## src/rtl/dmem_dump_uart_pkg.sv

```systemverilog
// Shared types for the data-RAM UART dump path: sequencer states and
// the serializer's frame phases.
package dmem_dump_uart_pkg;

  localparam int FRAME_BITS       = 10;
  localparam int DEF_CLKS_PER_BIT = 868;

  typedef enum logic [2:0] {
    ST_IDLE,
    ST_RD_WAIT,
    ST_LATCH,
    ST_START_BIT,
    ST_DATA_BITS,
    ST_STOP_BIT,
    ST_NEXT,
    ST_FINISH
  } state_e;

  typedef enum logic [1:0] {
    PH_IDLE,
    PH_START,
    PH_DATA,
    PH_STOP
  } tx_phase_e;

endpackage

```

## src/rtl/dmem_dump_uart_tx_byte.sv

```systemverilog
// 8N1 byte serializer, LSB first. Owns the baud counter, bit index and
// shift register; the parent only sequences bytes.
module dmem_dump_uart_tx_byte
  import dmem_dump_uart_pkg::*;
#(
  parameter int CLKS_PER_BIT = DEF_CLKS_PER_BIT
) (
  input  logic      clk,
  input  logic      rst,
  input  logic      start,
  input  logic [7:0] data,
  output logic      tx,
  output logic      ready,
  output tx_phase_e phase
);

  localparam int              CNT_W    = (CLKS_PER_BIT > 1) ? $clog2(CLKS_PER_BIT) : 1;
  localparam logic [CNT_W-1:0] CNT_LAST = CNT_W'(CLKS_PER_BIT - 1);

  tx_phase_e        phase_q, phase_d;
  logic [CNT_W-1:0] cnt_q, cnt_d;
  logic [2:0]       bit_idx_q, bit_idx_d;
  logic [7:0]       shift_q, shift_d;
  logic             tx_q, tx_d;
  logic             tick;

  assign tick = (cnt_q == CNT_LAST);

  always_ff @(posedge clk) begin
    if (rst) begin
      phase_q   <= PH_IDLE;
      cnt_q     <= '0;
      bit_idx_q <= '0;
      shift_q   <= '0;
      tx_q      <= 1'b1;
    end else begin
      phase_q   <= phase_d;
      cnt_q     <= cnt_d;
      bit_idx_q <= bit_idx_d;
      shift_q   <= shift_d;
      tx_q      <= tx_d;
    end
  end

  always_comb begin
    phase_d   = phase_q;
    cnt_d     = cnt_q;
    bit_idx_d = bit_idx_q;
    shift_d   = shift_q;
    tx_d      = tx_q;
    if (phase_q != PH_IDLE) cnt_d = tick ? '0 : cnt_q + 1'b1;
    unique case (phase_q)
      PH_IDLE: if (start) begin
        shift_d   = data;
        tx_d      = 1'b0;
        cnt_d     = '0;
        bit_idx_d = '0;
        phase_d   = PH_START;
      end
      PH_START: if (tick) begin
        tx_d    = shift_q[0];
        phase_d = PH_DATA;
      end
      PH_DATA: if (tick) begin
        if (bit_idx_q == 3'd7) begin
          tx_d    = 1'b1;
          phase_d = PH_STOP;
        end else begin
          bit_idx_d = bit_idx_q + 3'd1;
          tx_d      = shift_q[bit_idx_q + 3'd1];
        end
      end
      PH_STOP: if (tick) begin
        tx_d    = 1'b1;
        phase_d = PH_IDLE;
      end
      default: phase_d = PH_IDLE;
    endcase
  end

  // ready rises on the last stop-bit cycle so the parent's 3-cycle gap is exact
  assign ready = (phase_q == PH_IDLE) || ((phase_q == PH_STOP) && tick);
  assign tx    = tx_q;
  assign phase = phase_q;

endmodule

```

## src/rtl/dmem_dump_uart.sv

```systemverilog
// Sweeps dmem over [START_ADDR, END_ADDR] on a rising edge of done and
// ships each byte out as an 8N1 UART frame. DATA_W must be 8.
module dmem_dump_uart
  import dmem_dump_uart_pkg::*;
#(
  parameter int ADDR_W       = 8,
  parameter int DATA_W       = 8,
  parameter int START_ADDR   = 0,
  parameter int END_ADDR     = 255,
  parameter int CLKS_PER_BIT = DEF_CLKS_PER_BIT
) (
  input  logic              clk,
  input  logic              rst,
  input  logic              done,
  output logic [ADDR_W-1:0] ram_addr,
  input  logic [DATA_W-1:0] ram_dout,
  output logic              uart_tx,
  output logic              busy,
  output logic              dump_done
);

  localparam logic [ADDR_W-1:0] A_START = ADDR_W'(START_ADDR);
  localparam logic [ADDR_W-1:0] A_END   = ADDR_W'(END_ADDR);

  state_e            state_q, state_d;
  logic [ADDR_W-1:0] addr_q, addr_d;
  logic              done_q;
  logic              start_edge;
  logic              tx_start, tx_ready;
  tx_phase_e         tx_phase;

  assign start_edge = done && !done_q;

  always_ff @(posedge clk) begin
    if (rst) begin
      state_q <= ST_IDLE;
      addr_q  <= A_START;
      done_q  <= 1'b0;
    end else begin
      state_q <= state_d;
      addr_q  <= addr_d;
      done_q  <= done;
    end
  end

  // Edges seen outside IDLE are dropped; FINISH waits only for done low.
  always_comb begin
    state_d = state_q;
    addr_d  = addr_q;
    unique case (state_q)
      ST_IDLE: if (start_edge) begin
        addr_d  = A_START;
        state_d = ST_RD_WAIT;
      end
      ST_RD_WAIT:   state_d = ST_LATCH;
      ST_LATCH:     state_d = ST_START_BIT;
      ST_START_BIT: if (tx_phase == PH_DATA) state_d = ST_DATA_BITS;
      ST_DATA_BITS: if (tx_phase == PH_STOP) state_d = ST_STOP_BIT;
      ST_STOP_BIT:  if (tx_ready) state_d = ST_NEXT;
      ST_NEXT: begin
        // compare before incrementing so END_ADDR at the top never wraps
        if (addr_q == A_END) begin
          state_d = ST_FINISH;
        end else begin
          addr_d  = addr_q + 1'b1;
          state_d = ST_RD_WAIT;
        end
      end
      ST_FINISH: if (!done) state_d = ST_IDLE;
      default:   state_d = ST_IDLE;
    endcase
  end

  always_comb begin
    tx_start  = (state_q == ST_LATCH);
    busy      = (state_q != ST_IDLE) && (state_q != ST_FINISH);
    dump_done = (state_q == ST_FINISH);
  end

  assign ram_addr = addr_q;

  dmem_dump_uart_tx_byte #(
    .CLKS_PER_BIT(CLKS_PER_BIT)
  ) u_tx (
    .clk  (clk),
    .rst  (rst),
    .start(tx_start),
    .data (ram_dout),
    .tx   (uart_tx),
    .ready(tx_ready),
    .phase(tx_phase)
  );

endmodule

```

## config.mk

```make
export PLATFORM = sky130hd
export DESIGN_NAME = dmem_dump_uart
export DESIGN_NICKNAME = d
export VERILOG_FILES = /design/src/rtl/dmem_dump_uart_pkg.sv /design/src/rtl/dmem_dump_uart_tx_byte.sv /design/src/rtl/dmem_dump_uart.sv
export SDC_FILE = /design/constraint.sdc
export NUM_CORES = 1
export LEC_CHECK = 0
export CAP_MARGIN = 15
export CORE_MARGIN = 8
export CORE_UTILIZATION = 58
export DETAILED_ROUTE_END_ITERATION = 10
export PLACE_DENSITY = 0.82
export SETUP_SLACK_MARGIN = 0.5
export SYNTH_ARGS = -nofsm -noshare
export SYNTH_HDL_FRONTEND = slang
export SYNTH_SLANG_ARGS = --single-unit
```

## constraint.sdc

```tcl
create_clock -name clk -period 6.1 [get_ports clk]
set_clock_uncertainty 0.1 [all_clocks]
set_input_delay 1.22 -clock clk [delete_from_list [all_inputs] [get_ports clk]]
set_output_delay 1.22 -clock clk [all_outputs]
set_load 0.03 [all_outputs]
```

# --- After elaboration in Yosys (flattened, before gate mapping) ---
# Cells that the tools add are included.
classes:
  add_sub_neg: 3
  mul: 0
  div_mod_pow: 0
  order_cmp: 1
  eq_ne: 26
  shifts: 0
  mux: 32
  bitwise_logic: 0
  reduce_logical: 17
ops:
  columns: ["op", "n"]
  rows:
  - ["two-way mux 10 bit", 4]
  - ["two-way mux 3 bit", 9]
  - ["case mux 3 bit (8 select lines)", 1]
  - ["two-way mux 8 bit", 2]
  - ["inequality test 2 bit, second input constant", 8]
  - ["case mux 8 bit (2 select lines)", 1]
  - ["== test 3 bit, second input constant", 5]
  - ["adder 10 x 1 -> 10 bit, second input constant", 1]
  - ["== test 10 bit, second input constant", 1]
  - ["two-way mux 2 bit", 5]
  - ["AND reduction 5 bit", 2]
  - ["adder 8 x 1 -> 8 bit, second input constant", 1]
  - ["== test 8 bit, second input constant", 1]
  - ["inequality test 2 x 1 -> 1 bit, second input constant", 4]
  - ["case mux 2 bit (4 select lines)", 1]
  - ["AND reduction 4 bit", 2]
  - ["== test 3 x 2 -> 1 bit, second input constant", 2]
  - ["two-way mux 1 bit", 6]
  - ["case mux 3 bit (2 select lines)", 1]
  - ["nonzero test 2 bit", 3]
  - ["== test 2 bit, second input constant", 2]
  - ["less-than comparator 3 x 4 -> 1 bit, second input constant", 1]
  - ["case mux 1 bit (4 select lines)", 1]
  - ["adder 3 x 1 -> 3 bit, second input constant", 1]
  - ["12 further kinds", 14]
word_totals:
  register_bits: 36
  latch_bits: 0
  ramBits: 0
  rom_bits: 0
  inputBits: 11
  out_inout_bits: 11
  elab_cells: 87
  mem_count: 0

# --- Logic depth before layout (Yosys ltp) ---
# Gate-level depths: netlist of the first run.
logic_depth:
  word_depth: 6
  ltp_mapped: 7
  mapped_depth_nobuf: 6

# --- Hierarchy ---
# From an unflattened synthesis of the first run, not the netlist that was laid out.
unflattened:
  cells_unflattened: 243
  area_unflattened_um2: 2063.2
modules_own_cells:
  columns: ["module", "n_inst", "cells_per_inst", "area_per_inst_um2", "seq_area_each_um2"]
  rows:
  - ["dmem_dump_uart_tx_byte", 1, 152, 1288.7, 480.5]
  - ["dmem_dump_uart", 1, 91, 774.5, 240.2]

# --- Least setup slack after synthesis of the first run ---
# Ideal clock, no wire load.
synth_timing:
  path_kind: "reg-to-output"
  start: "register state_q[2]"
  end: "output port busy"
  arrival_ns: 1.320
  t_required_ns: 4.780
  setup_slack_ns: 3.460
  stages_incl_launch_ff: 4
  n_path_buf: 1
  cell_sequence: "dfxtp_1 -> clkbuf_1 -> and3_1 -> nor2_1"
synth_via:
  elab_chain_cells: 2
  elab_cells_between_ends: 3
  cone_classes: "eq/ne: 1; reduce/logical: 2"
synth_lines:
  columns: ["element", "line_no", "rtl"]
  rows:
  - ["from (decl)", "dmem_dump_uart.sv:25", "state_e state_q, state_d;"]
  - ["from (signal assigned)", "dmem_dump_uart.sv:40", "state_q <= state_d;"]
  - ["inequality test 3 bit or nonzero test 3 bit (tied branches)", "dmem_dump_uart.sv:76", "busy = (state_q != ST_IDLE) && (state_q != ST_FINISH);"]
  - ["logical AND 1 bit (*)", "dmem_dump_uart.sv:76", null]
  - ["to (decl)", "dmem_dump_uart.sv:18", "output logic busy,"]
# Every way passes the cells marked *; elsewhere a longest branch is shown, timed or not.

# --- Final worst setup path of the first run ---
layout_timing:
  start: "register state_q[2]"
  end: "output port dump_done"
layout_via:
  elab_chain_cells: 1
layout_lines:
  columns: ["element", "line_no", "rtl"]
  rows:
  - ["== test 3 bit", "dmem_dump_uart.sv:77", "dump_done = (state_q == ST_FINISH);"]
  - ["to (decl)", "dmem_dump_uart.sv:19", "output logic dump_done"]
# No other way between the ends.

==> run_results.csv, run 1 <==
group,metric,value,unit
global_route,antenna_found_initial,0,
sta,rsz0062_at_grt,"no",
worst_setup_path,crit_end,"dump_done",
global_route,grt_first_pass_wirelength,6830,um
pwr,ir_worst_vdd,0.178,mV
synthesis,avgSynthCellArea,8.68,um^2
drt,dr.first_iter.drc_count,120,
sta,hold_violations,0,
sta,finalSetupTns,0,ns
worst_setup_path,start_kind,"flop",
synthesis,ys_seq_elements,36,
worst_setup_path,worstPathRequired,4.78,ns
clock_network,cts.sinks,36,
worst_setup_path,crit_buf_inv,1,
place,io_buffers,21,
drt,drcViolationCount,0,
worst_setup_path,reg2reg_from,"u_tx.phase[0]",
drt,routed_wl,3900,um
clock_network,clk_path_buf_depth,2,
sta,period_minus_slack,3.27,ns
drt,dr.pass1.iters,6,
worst_setup_path,crit_slowest_cell,"clkdlybuf4s50_1",
sta,fin_hold_ws,0.403,ns
clock_network,root_buffer,"clkbuf_4",
synthesis,syn-cell-area,1910,um^2
floorplanning,dieArea,5390,um^2
status,status,"finished, final reports clean",
global_route,grt_pass1_vias,1541,
layout,fill_cells,297,
worst_setup_path,path_delay_family,"buffers and inverters",
synthesis,synth_ff_type,"dfxtp_1",
worst_setup_path,timing.reg2reg.setup_slack,4.00,ns
synthesis,synth-edff-count,0,
pwr,p_leak,0.724,nW
sta,finalMaxSlewViolations,0,
worst_setup_path,r2r-end,"u_tx.shift_q[0]",
worst_setup_path,startpoint,"state_q[2]",
sta,setup_viol,0,
clock_network,postCtsSetupRepairBufs,0,
clock_network,clk_latency,0.35,ns
worst_setup_path,cp-end-kind,"output port",
worst_setup_path,cp_num_cells,2,
sta,fin_crit_sh,0.536,
worst_setup_path,path_class,"flop to output port",
synthesis,ys_seq_area_frac,0.377,
sta,fmax,0.306,GHz
synthesis,synth.net_count,239,
floorplanning,top_level_ports,22,
pwr,finalPower,0.606,mW
worst_setup_path,cp_slowest_stage_delay,0.68,ns
worst_hold_path,hold_start,"u_tx.bit_idx_q[2]",
worst_hold_path,hold_depth,2,
drt,vias,1669,
drt,ant_nets,0,
floorplanning,row_count,21,
place,dpl_cell_area,2140,um^2
clock_network,clkTransAtPathRegs,0.11,ns
sta,max_slew_margin,0.445,
synthesis,syn_inst,220,
synthesis,synthArstFlopShare,0,
layout,areaGrowthSynthToFinish,15.8,%
clock_network,cts_hold_buf,0,
clock_network,cts_tree,"built",
layout,antennaDiodeCount,0,
layout,fin_area,2210,um^2
layout,drive_above_1_share,0.0714,
place,hpwl,2810,um
place,gp_congestion,0.811,
drt,vias_per_cell,5.88,
worst_setup_path,crit_chain,"and3_1, clkdlybuf4s50_1",
global_route,gr-usage-all-layers,0.159,
sta,worstMarginPinSlew,0.830,ns
global_route,grt_max_degree,24,
floorplanning,start_util,0.586,
floorplanning,core-area,3260,um^2
floorplanning,die_w,73.4,um
clock_network,htreeDepth,2,
floorplanning,die_h,73.4,um
flow_run,max-cap-violations,0,
clock_network,cts_inserted_buffers,5,
worst_setup_path,cp_max_fo,15,
worst_setup_path,reg2reg_depth,6,
drt,wire_per_inst,13.7,um
worst_hold_path,hold_path.class,"flop to flop",
clock_network,ctsResizeCount,0,
global_route,overflow,0,
pwr,powerDensity,274,nW/um^2
worst_setup_path,cp.arrival,1.95,ns
synthesis,ys_warn_count,0,
layout,nets,256,
synthesis,yosysUniqueCellTypes,50,
[sequential cells by signal, summed over array words and instances, names as in the netlist]
| register | flops |
|---|---|
| done_q | 1 |
| u_tx.bit_idx_q | 3 |
| u_tx.phase | 2 |
| u_tx.tx | 1 |
| state_q | 3 |
| ram_addr | 8 |
| u_tx.cnt_q | 10 |
| u_tx.shift_q | 8 |
[area by class of cell]
cell class              instances  area (um^2)  share of cell area
clock buffers                   6         41.3              0.0187
clock inverters                 2         35.0              0.0158
inverters                       6         22.5              0.0102
multi-input cells             167         1120               0.508
flip-flops and latches         36          721               0.326
well taps                      46         57.6              0.0260
repair buffers                 21          210              0.0950
[cells by family (layout without fill, tap and decap cells)]
kind of cell | after synthesis | in the layout | synth area share
and+or+nand+nor | 83 | 83 | 0.240
AOI/OAI and AO/OA | 58 | 58 | 0.198
DFF | 36 | 36 | 0.377
buffers and inverters | 17 | 35 | 0.0341
muxes | 14 | 14 | 0.0799
adders and majority gates | 8 | 8 | 0.0524
xor gates and xnor gates | 4 | 4 | 0.0183
[how the worst min path moves through the flow]
| stage | endpoint | slack [ns] |
|---|---|---|
| finish | u_tx.bit_idx_q[2] | 0.40 |
| global route | u_tx.shift_q[7] | 0.43 |
| CTS | u_tx.bit_idx_q[2] | 0.40 |
| detailed placement | u_tx.shift_q[3] | 0.38 |
| global placement | u_tx.cnt_q[8] | 0.37 |
| floorplan | u_tx.cnt_q[8] | 0.35 |
[stage by stage]
stage,worst slack [ns],utilization,cells
CTS,2.84,0.679,284
global route,2.76,0.679,284
floorplan,3.46,-,220
detailed placement,2.80,0.656,276
finish,2.83,0.679,284
global placement,2.85,0.656,276
[routing by layer]
| metal | track usage | vias up | part of all wire |
|---|---|---|---|
| li1 | - | 859 | - |
| met1 | 0.210 | 777 | 0.51 |
| met2 | 0.231 | 27 | 0.43 |
| met3 | 0.0532 | 6 | 0.045 |
| met4 | 0.0621 | 0 | 0.014 |
| met5 | 0 | - | 0 |
[report_power, final]
part / internal (mW) / total, mW / leakage (nW) / switching (mW)
Combinational: 0.0650 / 0.168 / 0.390 / 0.103
Sequential: 0.254 / 0.271 / 0.292 / 0.0167
Clock: 0.0859 / 0.166 / 0.0422 / 0.0805
Total: 0.405 / 0.606 / 0.724 / 0.200
[cell usage after synthesis, types with 2 or more instances]
cell type,n,share of area
dfxtp_1,36,0.38
nor2_1,19,0.037
a21oi_1,14,0.037
nand2_1,14,0.028
mux2i_1,13,0.068
nand3_1,12,0.031
o21ai_0,11,0.029
clkbuf_1,10,0.020
a31oi_1,9,0.029
ha_1,8,0.052
nor3_1,6,0.016
inv_1,5,0.0098
xnor2_1,4,0.018
a311oi_1,3,0.014
and3_1,3,0.0098
nand2b_1,3,0.0098
nand4_1,3,0.0098
o31ai_1,3,0.012
or3_2,3,0.012
a2111oi_0,2,0.0092
a211oi_1,2,0.0079
a22o_1,2,0.0092
a22oi_1,2,0.0079
nand3b_1,2,0.0079
nor2b_1,2,0.0065
o21ai_1,2,0.0052
o311ai_0,2,0.0092
or3_1,2,0.0065
or4_1,2,0.0079
[placed cells by master (no fill, tap or decap), drive strengths merged, types with 4 or more instances in the layout]
cell,count
dfxtp,36
clkdlybuf4s50,21
nor2,19
nand2,14
a21oi,14
mux2i,13
o21ai,13
nand3,12
a31oi,9
ha,8
nor3,8
inv,6
clkbuf,6
or3,5
xnor2,4
a311oi,4
[worst reg2reg max path: cells and delay by family, from the launching register on]
kind          cells  cell delay, ns
simple gates      2            0.54
flops             1            0.34
mux               1            0.26
fa+ha+maj         1            0.44
buf+inv           2            0.29
Note: power is estimated with default switching activity, not from simulation.
==> inputs of run 2 (changes only) <==
--- a/config.mk
+++ b/config.mk
@@ -7,9 +7,9 @@
 export LEC_CHECK = 0
 export CAP_MARGIN = 15
 export CORE_MARGIN = 8
-export CORE_UTILIZATION = 58
+export CORE_UTILIZATION = 55
 export DETAILED_ROUTE_END_ITERATION = 10
-export PLACE_DENSITY = 0.82
+export PLACE_DENSITY = 0.78
 export SETUP_SLACK_MARGIN = 0.5
 export SYNTH_ARGS = -nofsm -noshare
 export SYNTH_HDL_FRONTEND = slang
==> constraint.sdc (replaced) <==
create_clock -name clk -period 3.4 [get_ports clk]
set_clock_uncertainty 0.1 [all_clocks]
set_input_delay 0.68 -clock clk [delete_from_list [all_inputs] [get_ports clk]]
set_output_delay 0.68 -clock clk [all_outputs]
set_load 0.03 [all_outputs]
==> run 2 against run 1 <==
Routed wire length rose by 7.2%. Utilization fell by 1.9 points. Clock power rose by 50%. Setup slack got worse by 2.1 ns. Combinational power rose by 82%. Sequential power rose by 80%. Design area fell by 0.45%. Register-to-register slack got worse by 2.7 ns.
==> run_results.csv, run 2 (synthesis gave the netlist of run 1 again) <==
group,metric,value,unit
status,status,"finished, final reports clean",
sta,max_slew_margin,0.586,
layout,fin_cells,285,
clock_network,ctsResizeCount,0,
layout,nets,257,
drt,dr.pass1.iters,4,
worst_setup_path,cp_max_fo,15,
clock_network,clkTransAtPathRegs,0.12,ns
clock_network,cts_inserted_buffers,5,
worst_setup_path,path_class,"flop to output port",
drt,vias,1732,
clock_network,postCtsSetupRepairBufs,0,
floorplanning,die_w,74.9,um
clock_network,clk_latency,0.34,ns
global_route,antenna_found_initial,0,
worst_setup_path,path_delay_family,"buffers and inverters",
floorplanning,row_count,21,
clock_network,root_buffer,"clkbuf_4",
worst_setup_path,crit_buf_inv,1,
drt,drcViolationCount,0,
clock_network,cts_tree,"built",
pwr,p_leak,0.719,nW
sta,finalSetupTns,0,ns
global_route,grt_pass1_vias,1628,
sta,setup_viol,0,
floorplanning,top_level_ports,22,
sta,rsz0062_at_grt,"no",
drt,routed_wl,4180,um
layout,antennaDiodeCount,0,
drt,vias_per_cell,6.08,
global_route,grt-busiest-layer,"met2",
layout,multi_input_area,1120,um^2
global_route,grtUsageMet1,0.220,
layout,seqCellArea,721,um^2
clock_network,htreeDepth,2,
drt,wire_per_inst,14.7,um
place,gp_congestion,0.808,
drt,dr.first_iter.drc_count,134,
floorplanning,die_h,74.9,um
sta,fmax,0.369,GHz
worst_setup_path,worstPathRequired,2.62,ns
sta,period_minus_slack,2.71,ns
worst_setup_path,cp.arrival,1.93,ns
global_route,grt_first_pass_wirelength,7500,um
worst_hold_path,hold_path.class,"flop to flop",
global_route,gr-usage-all-layers,0.171,
layout,final_cell_mix,"dfxtp_1 (36), clkdlybuf4s50_1 (21), nor2_1 (19), nand2_1 (14), a21oi_1 (14)",
layout,largest_reg_flops,10,
layout,final_common_cell,"dfxtp_1",
clock_network,cts.sinks,36,
sta,fin_crit_sh,0.796,
place,hpwl,2990,um
sta,worstMarginPinSlew,0.617,ns
layout,postLayoutCoreUtil,0.660,
drt,ant_nets,0,
sta,hold_violations,0,
layout,drive_above_1_share,0.0711,
global_route,grtUsageMet3,0.0613,
pwr,powerDensity,473,nW/um^2
sta,finalMaxSlewViolations,0,
place,io_buffers,21,
worst_setup_path,crit_chain,"and3_1, clkdlybuf4s50_1",
global_route,overflow,0,
layout,areaGrowthSynthToFinish,15.3,%
place,dp.cells,277,
clock_network,cts_hold_buf,0,
global_route,use_met2,0.253,
worst_setup_path,cp_slowest_stage_delay,0.68,ns
worst_setup_path,crit_slowest_cell,"clkdlybuf4s50_1",
layout,fill_cells,303,
floorplanning,dieArea,5620,um^2
global_route,grt_max_degree,22,
pwr,ir_worst_vdd,0.284,mV
floorplanning,start_util,0.573,
flow_run,max-cap-violations,0,
worst_setup_path,cp-end-kind,"output port",
floorplanning,core-area,3340,um^2
worst_setup_path,start_kind,"flop",
layout,regMostFlops,"u_tx.cnt_q",
clock_network,clk_path_buf_depth,2,
run 2: cell count changes in the layout (fill, tap and decap cells not counted), sizes merged:
cell / delta
clkinv: -1
bufinv: -1
clkbuf: +2
buf: +1
run 2: area by class of cell:
type,count,share of cell area
clock buffer,8,0.0267
multi-input combinational,167,0.511
sequential,36,0.327
tap,46,0.0261
timing repair buffer,22,0.0989
inverter,6,0.0102
run 2: worst paths after layout:
check	end	depth (start not counted)	startpoint	slack [ns]
worst min register to register	u_tx.cnt_q[8]	1	u_tx.cnt_q[8]	0.40
worst max register to register	u_tx.shift_q[7]	6	u_tx.phase[0]	1.27
worst min-delay path	u_tx.cnt_q[8]	1	u_tx.cnt_q[8]	0.40
worst max-delay path	dump_done	2	state_q[2]	0.69
run 2: per-stage QoR:
stage               power, mW  setup slack, ns  hold slack [ns]  area [um^2]
finish                   1.04            0.693            0.403         2200
global route             1.10            0.565            0.440         2200
CTS                      1.05            0.691            0.401         2200
detailed placement      0.801            0.941            0.379         2140
global placement        0.794            0.953            0.374         2140
floorplan               0.720             1.30            0.348         1910
run 2: worst reg2reg max path, stage by stage (launching register included):
cell	delay (ns)
dfxtp_1	0.35
inv_1	0.10
ha_1	0.44
inv_1	0.20
nor3_4	0.48
mux2i_1	0.27
nor2_1	0.06
run 2: where the power goes:
group | internal [mW] | switching [mW] | leakage [nW] | total [mW]
Clock | 0.102 | 0.147 | 0.0326 | 0.249
Combinational | 0.117 | 0.188 | 0.395 | 0.305
Sequential | 0.456 | 0.0319 | 0.292 | 0.488
run 2: routing by layer:
metal / vias up / wire, um
li1: 863 / -
met1: 825 / 2030
met2: 39 / 1880
met3: 5 / 211
met4: 0 / 51
met5: - / 0
==> inputs of run 3 (changes only) <==
--- a/config.mk
+++ b/config.mk
@@ -7,9 +7,9 @@
 export LEC_CHECK = 0
 export CAP_MARGIN = 15
 export CORE_MARGIN = 8
-export CORE_UTILIZATION = 55
+export CORE_UTILIZATION = 50
 export DETAILED_ROUTE_END_ITERATION = 10
-export PLACE_DENSITY = 0.78
+export PLACE_DENSITY = 0.75
 export SETUP_SLACK_MARGIN = 0.5
 export SYNTH_ARGS = -nofsm -noshare
 export SYNTH_HDL_FRONTEND = slang
==> constraint.sdc (replaced) <==
create_clock -name clk -period 2.4 [get_ports clk]
set_clock_uncertainty 0.1 [all_clocks]
set_input_delay 0.48 -clock clk [delete_from_list [all_inputs] [get_ports clk]]
set_output_delay 0.48 -clock clk [all_outputs]
set_load 0.03 [all_outputs]
==> run 3 against run 2 <==
Routed wire length grew 7.6%. Non-clock buffer count grew 7. Sequential cell count is the same. Die area grew 7.8%. Worst hold slack lost 0.0083 ns. Utilization shrank 0.17 points. Critical path depth grew 5. Via count grew 3.3%. Sequential share of layout area shrank 2.1 points. Power grew 60%.
==> run_results.csv, run 3 (synthesis gave the netlist of run 1 again) <==
group,metric,value,unit
global_route,gr-usage-all-layers,0.151,
clock_network,cts_tree,"built",
flow_run,max-cap-violations,0,
worst_setup_path,cp.arrival,2.00,ns
worst_hold_path,hold_start,"u_tx.shift_q[6]",
drt,vias,1790,
global_route,use_met2,0.226,
floorplanning,die_h,77.8,um
pwr,p_leak,0.822,nW
layout,fill_cells,296,
floorplanning,top_level_ports,22,
sta,finalMaxSlewViolations,0,
clock_network,htreeDepth,2,
floorplanning,core-area,3660,um^2
worst_setup_path,cp_max_fo,9,
pwr,power.switching,0.559,mW
worst_setup_path,start_kind,"flop",
global_route,antenna_found_initial,0,
sta,max_slew_margin,0.589,
place,pre_cts_slack,0.301,ns
clock_network,cts.sinks,36,
drt,routed_wl,4490,um
status,status,"finished, final reports clean",
sta,fmax,0.530,GHz
sta,period_minus_slack,1.89,ns
pwr,combPwrFrac,0.309,
pwr,finalPower,1.67,mW
worst_setup_path,worstPathRequired,2.51,ns
pwr,pwr-share-seq,0.421,
global_route,grt_pass1_vias,1693,
sta,worstMarginPinSlew,0.601,ns
layout,final_common_cell,"dfxtp_1",
clock_network,clk_path_buf_depth,2,
layout,regMostFlops,"u_tx.cnt_q",
clock_network,clkTransAtPathRegs,0.07,ns
layout,nets,265,
global_route,grt-busiest-layer,"met2",
drt,drcViolationCount,0,
clock_network,root_buffer,"clkbuf_8",
floorplanning,start_util,0.522,
sta,fin_hold_ws,0.394,ns
worst_setup_path,reg2reg_from,"u_tx.phase[0]",
pwr,cellInternalPower,1.11,mW
global_route,grt_first_pass_wirelength,7620,um
layout,largest_reg_flops,10,
sta,setup_viol,0,
clock_network,cts_inserted_buffers,5,
pwr,ir_worst_vdd,0.342,mV
worst_setup_path,path_class,"flop to flop",
global_route,grtUsageMet3,0.0472,
sta,rsz0062_at_grt,"yes",
pwr,p_sw_frac,0.336,
pwr,power_frac_clock,0.270,
place,hpwl,2980,um
worst_setup_path,cp-end-kind,"flop",
layout,drive_above_1_share,0.206,
global_route,grtUsageMet1,0.194,
global_route,grt_max_degree,18,
place,gp_congestion,0.811,
sta,hold_violations,0,
pwr,powerDensity,691,nW/um^2
sta,fin_crit_sh,0.786,
layout,antennaDiodeCount,0,
drt,dr.first_iter.drc_count,164,
global_route,overflow,0,
floorplanning,row_count,22,
floorplanning,die_w,77.8,um
drt,vias_per_cell,6.07,
floorplanning,dieArea,6060,um^2
worst_hold_path,hold_path.class,"flop to flop",
place,dpl_cell_area,2190,um^2
drt,dr.pass1.iters,4,
layout,fin_area,2410,um^2
drt,ant_nets,0,
layout,areaGrowthSynthToFinish,26.1,%
sta,setup_slack,0.515,ns
clock_network,clk_latency,0.30,ns
layout,final_cell_mix,"dfxtp_1 (28), nor2_1 (18), nand2_1 (14), mux2i_1 (13)",
drt,wire_per_inst,15.2,um
place,io_buffers,21,
sta,finalSetupTns,0,ns
worst_setup_path,startpoint,"u_tx.phase[0]",
run 3: layout make-up:
class | count | area, um^2 | share of cell area
clock buffer | 8 | 90.1 | 0.0374
inverter | 6 | 22.5 | 0.00935
sequential | 36 | 738 | 0.306
multi-input combinational | 168 | 1230 | 0.512
tap | 48 | 60.1 | 0.0249
timing repair buffer | 29 | 265 | 0.110
run 3: metrics by stage:
step | util | instances
finish | 0.658 | 295
detailed placement | 0.599 | 283
global placement | 0.599 | 283
CTS | 0.624 | 291
global route | 0.658 | 295
floorplan | - | 220
run 3: worst paths after layout:
kind / endpoint / slack (ns) / depth (start not counted)
setup / recovery: u_tx.phase[1] / 0.51 / 7
hold / removal: u_tx.shift_q[6] / 0.39 / 2
setup reg to reg: u_tx.phase[1] / 0.51 / 7
hold reg to reg: u_tx.shift_q[6] / 0.39 / 2
run 3: what timing repair did:
action,CTS,global route
setup buffers,0,3
cloned,0,1
pin swaps,0,8
hold buffers,0,0
endpoints found under the setup margin,17,28
resized for setup,16,29
run 3: layer usage:
layer,routed length [um],part of all wire
met4,76,0.017
met5,0,0
met3,182,0.040
met1,2160,0.48
met2,2080,0.46
run 3: power by group through the flow:
stage / sequential [mW] / clock (mW) / combinational, mW
final: 0.701 / 0.450 / 0.514
after global routing: 0.711 / 0.483 / 0.572
after CTS: 0.692 / 0.461 / 0.452
after detailed placement: 0.704 / 0 / 0.448
after global placement: 0.702 / 0 / 0.440
after floorplan: 0.703 / 0 / 0.318
run 3: worst max-delay path: stages, from the launching register on:
cell and delay [ns]:
dfxtp_1 0.37, inv_1 0.12, ha_4 0.21, buf_4 0.16, nor3_2 0.19, a31oi_2 0.09
or3_4 0.41, o21ai_0 0.17
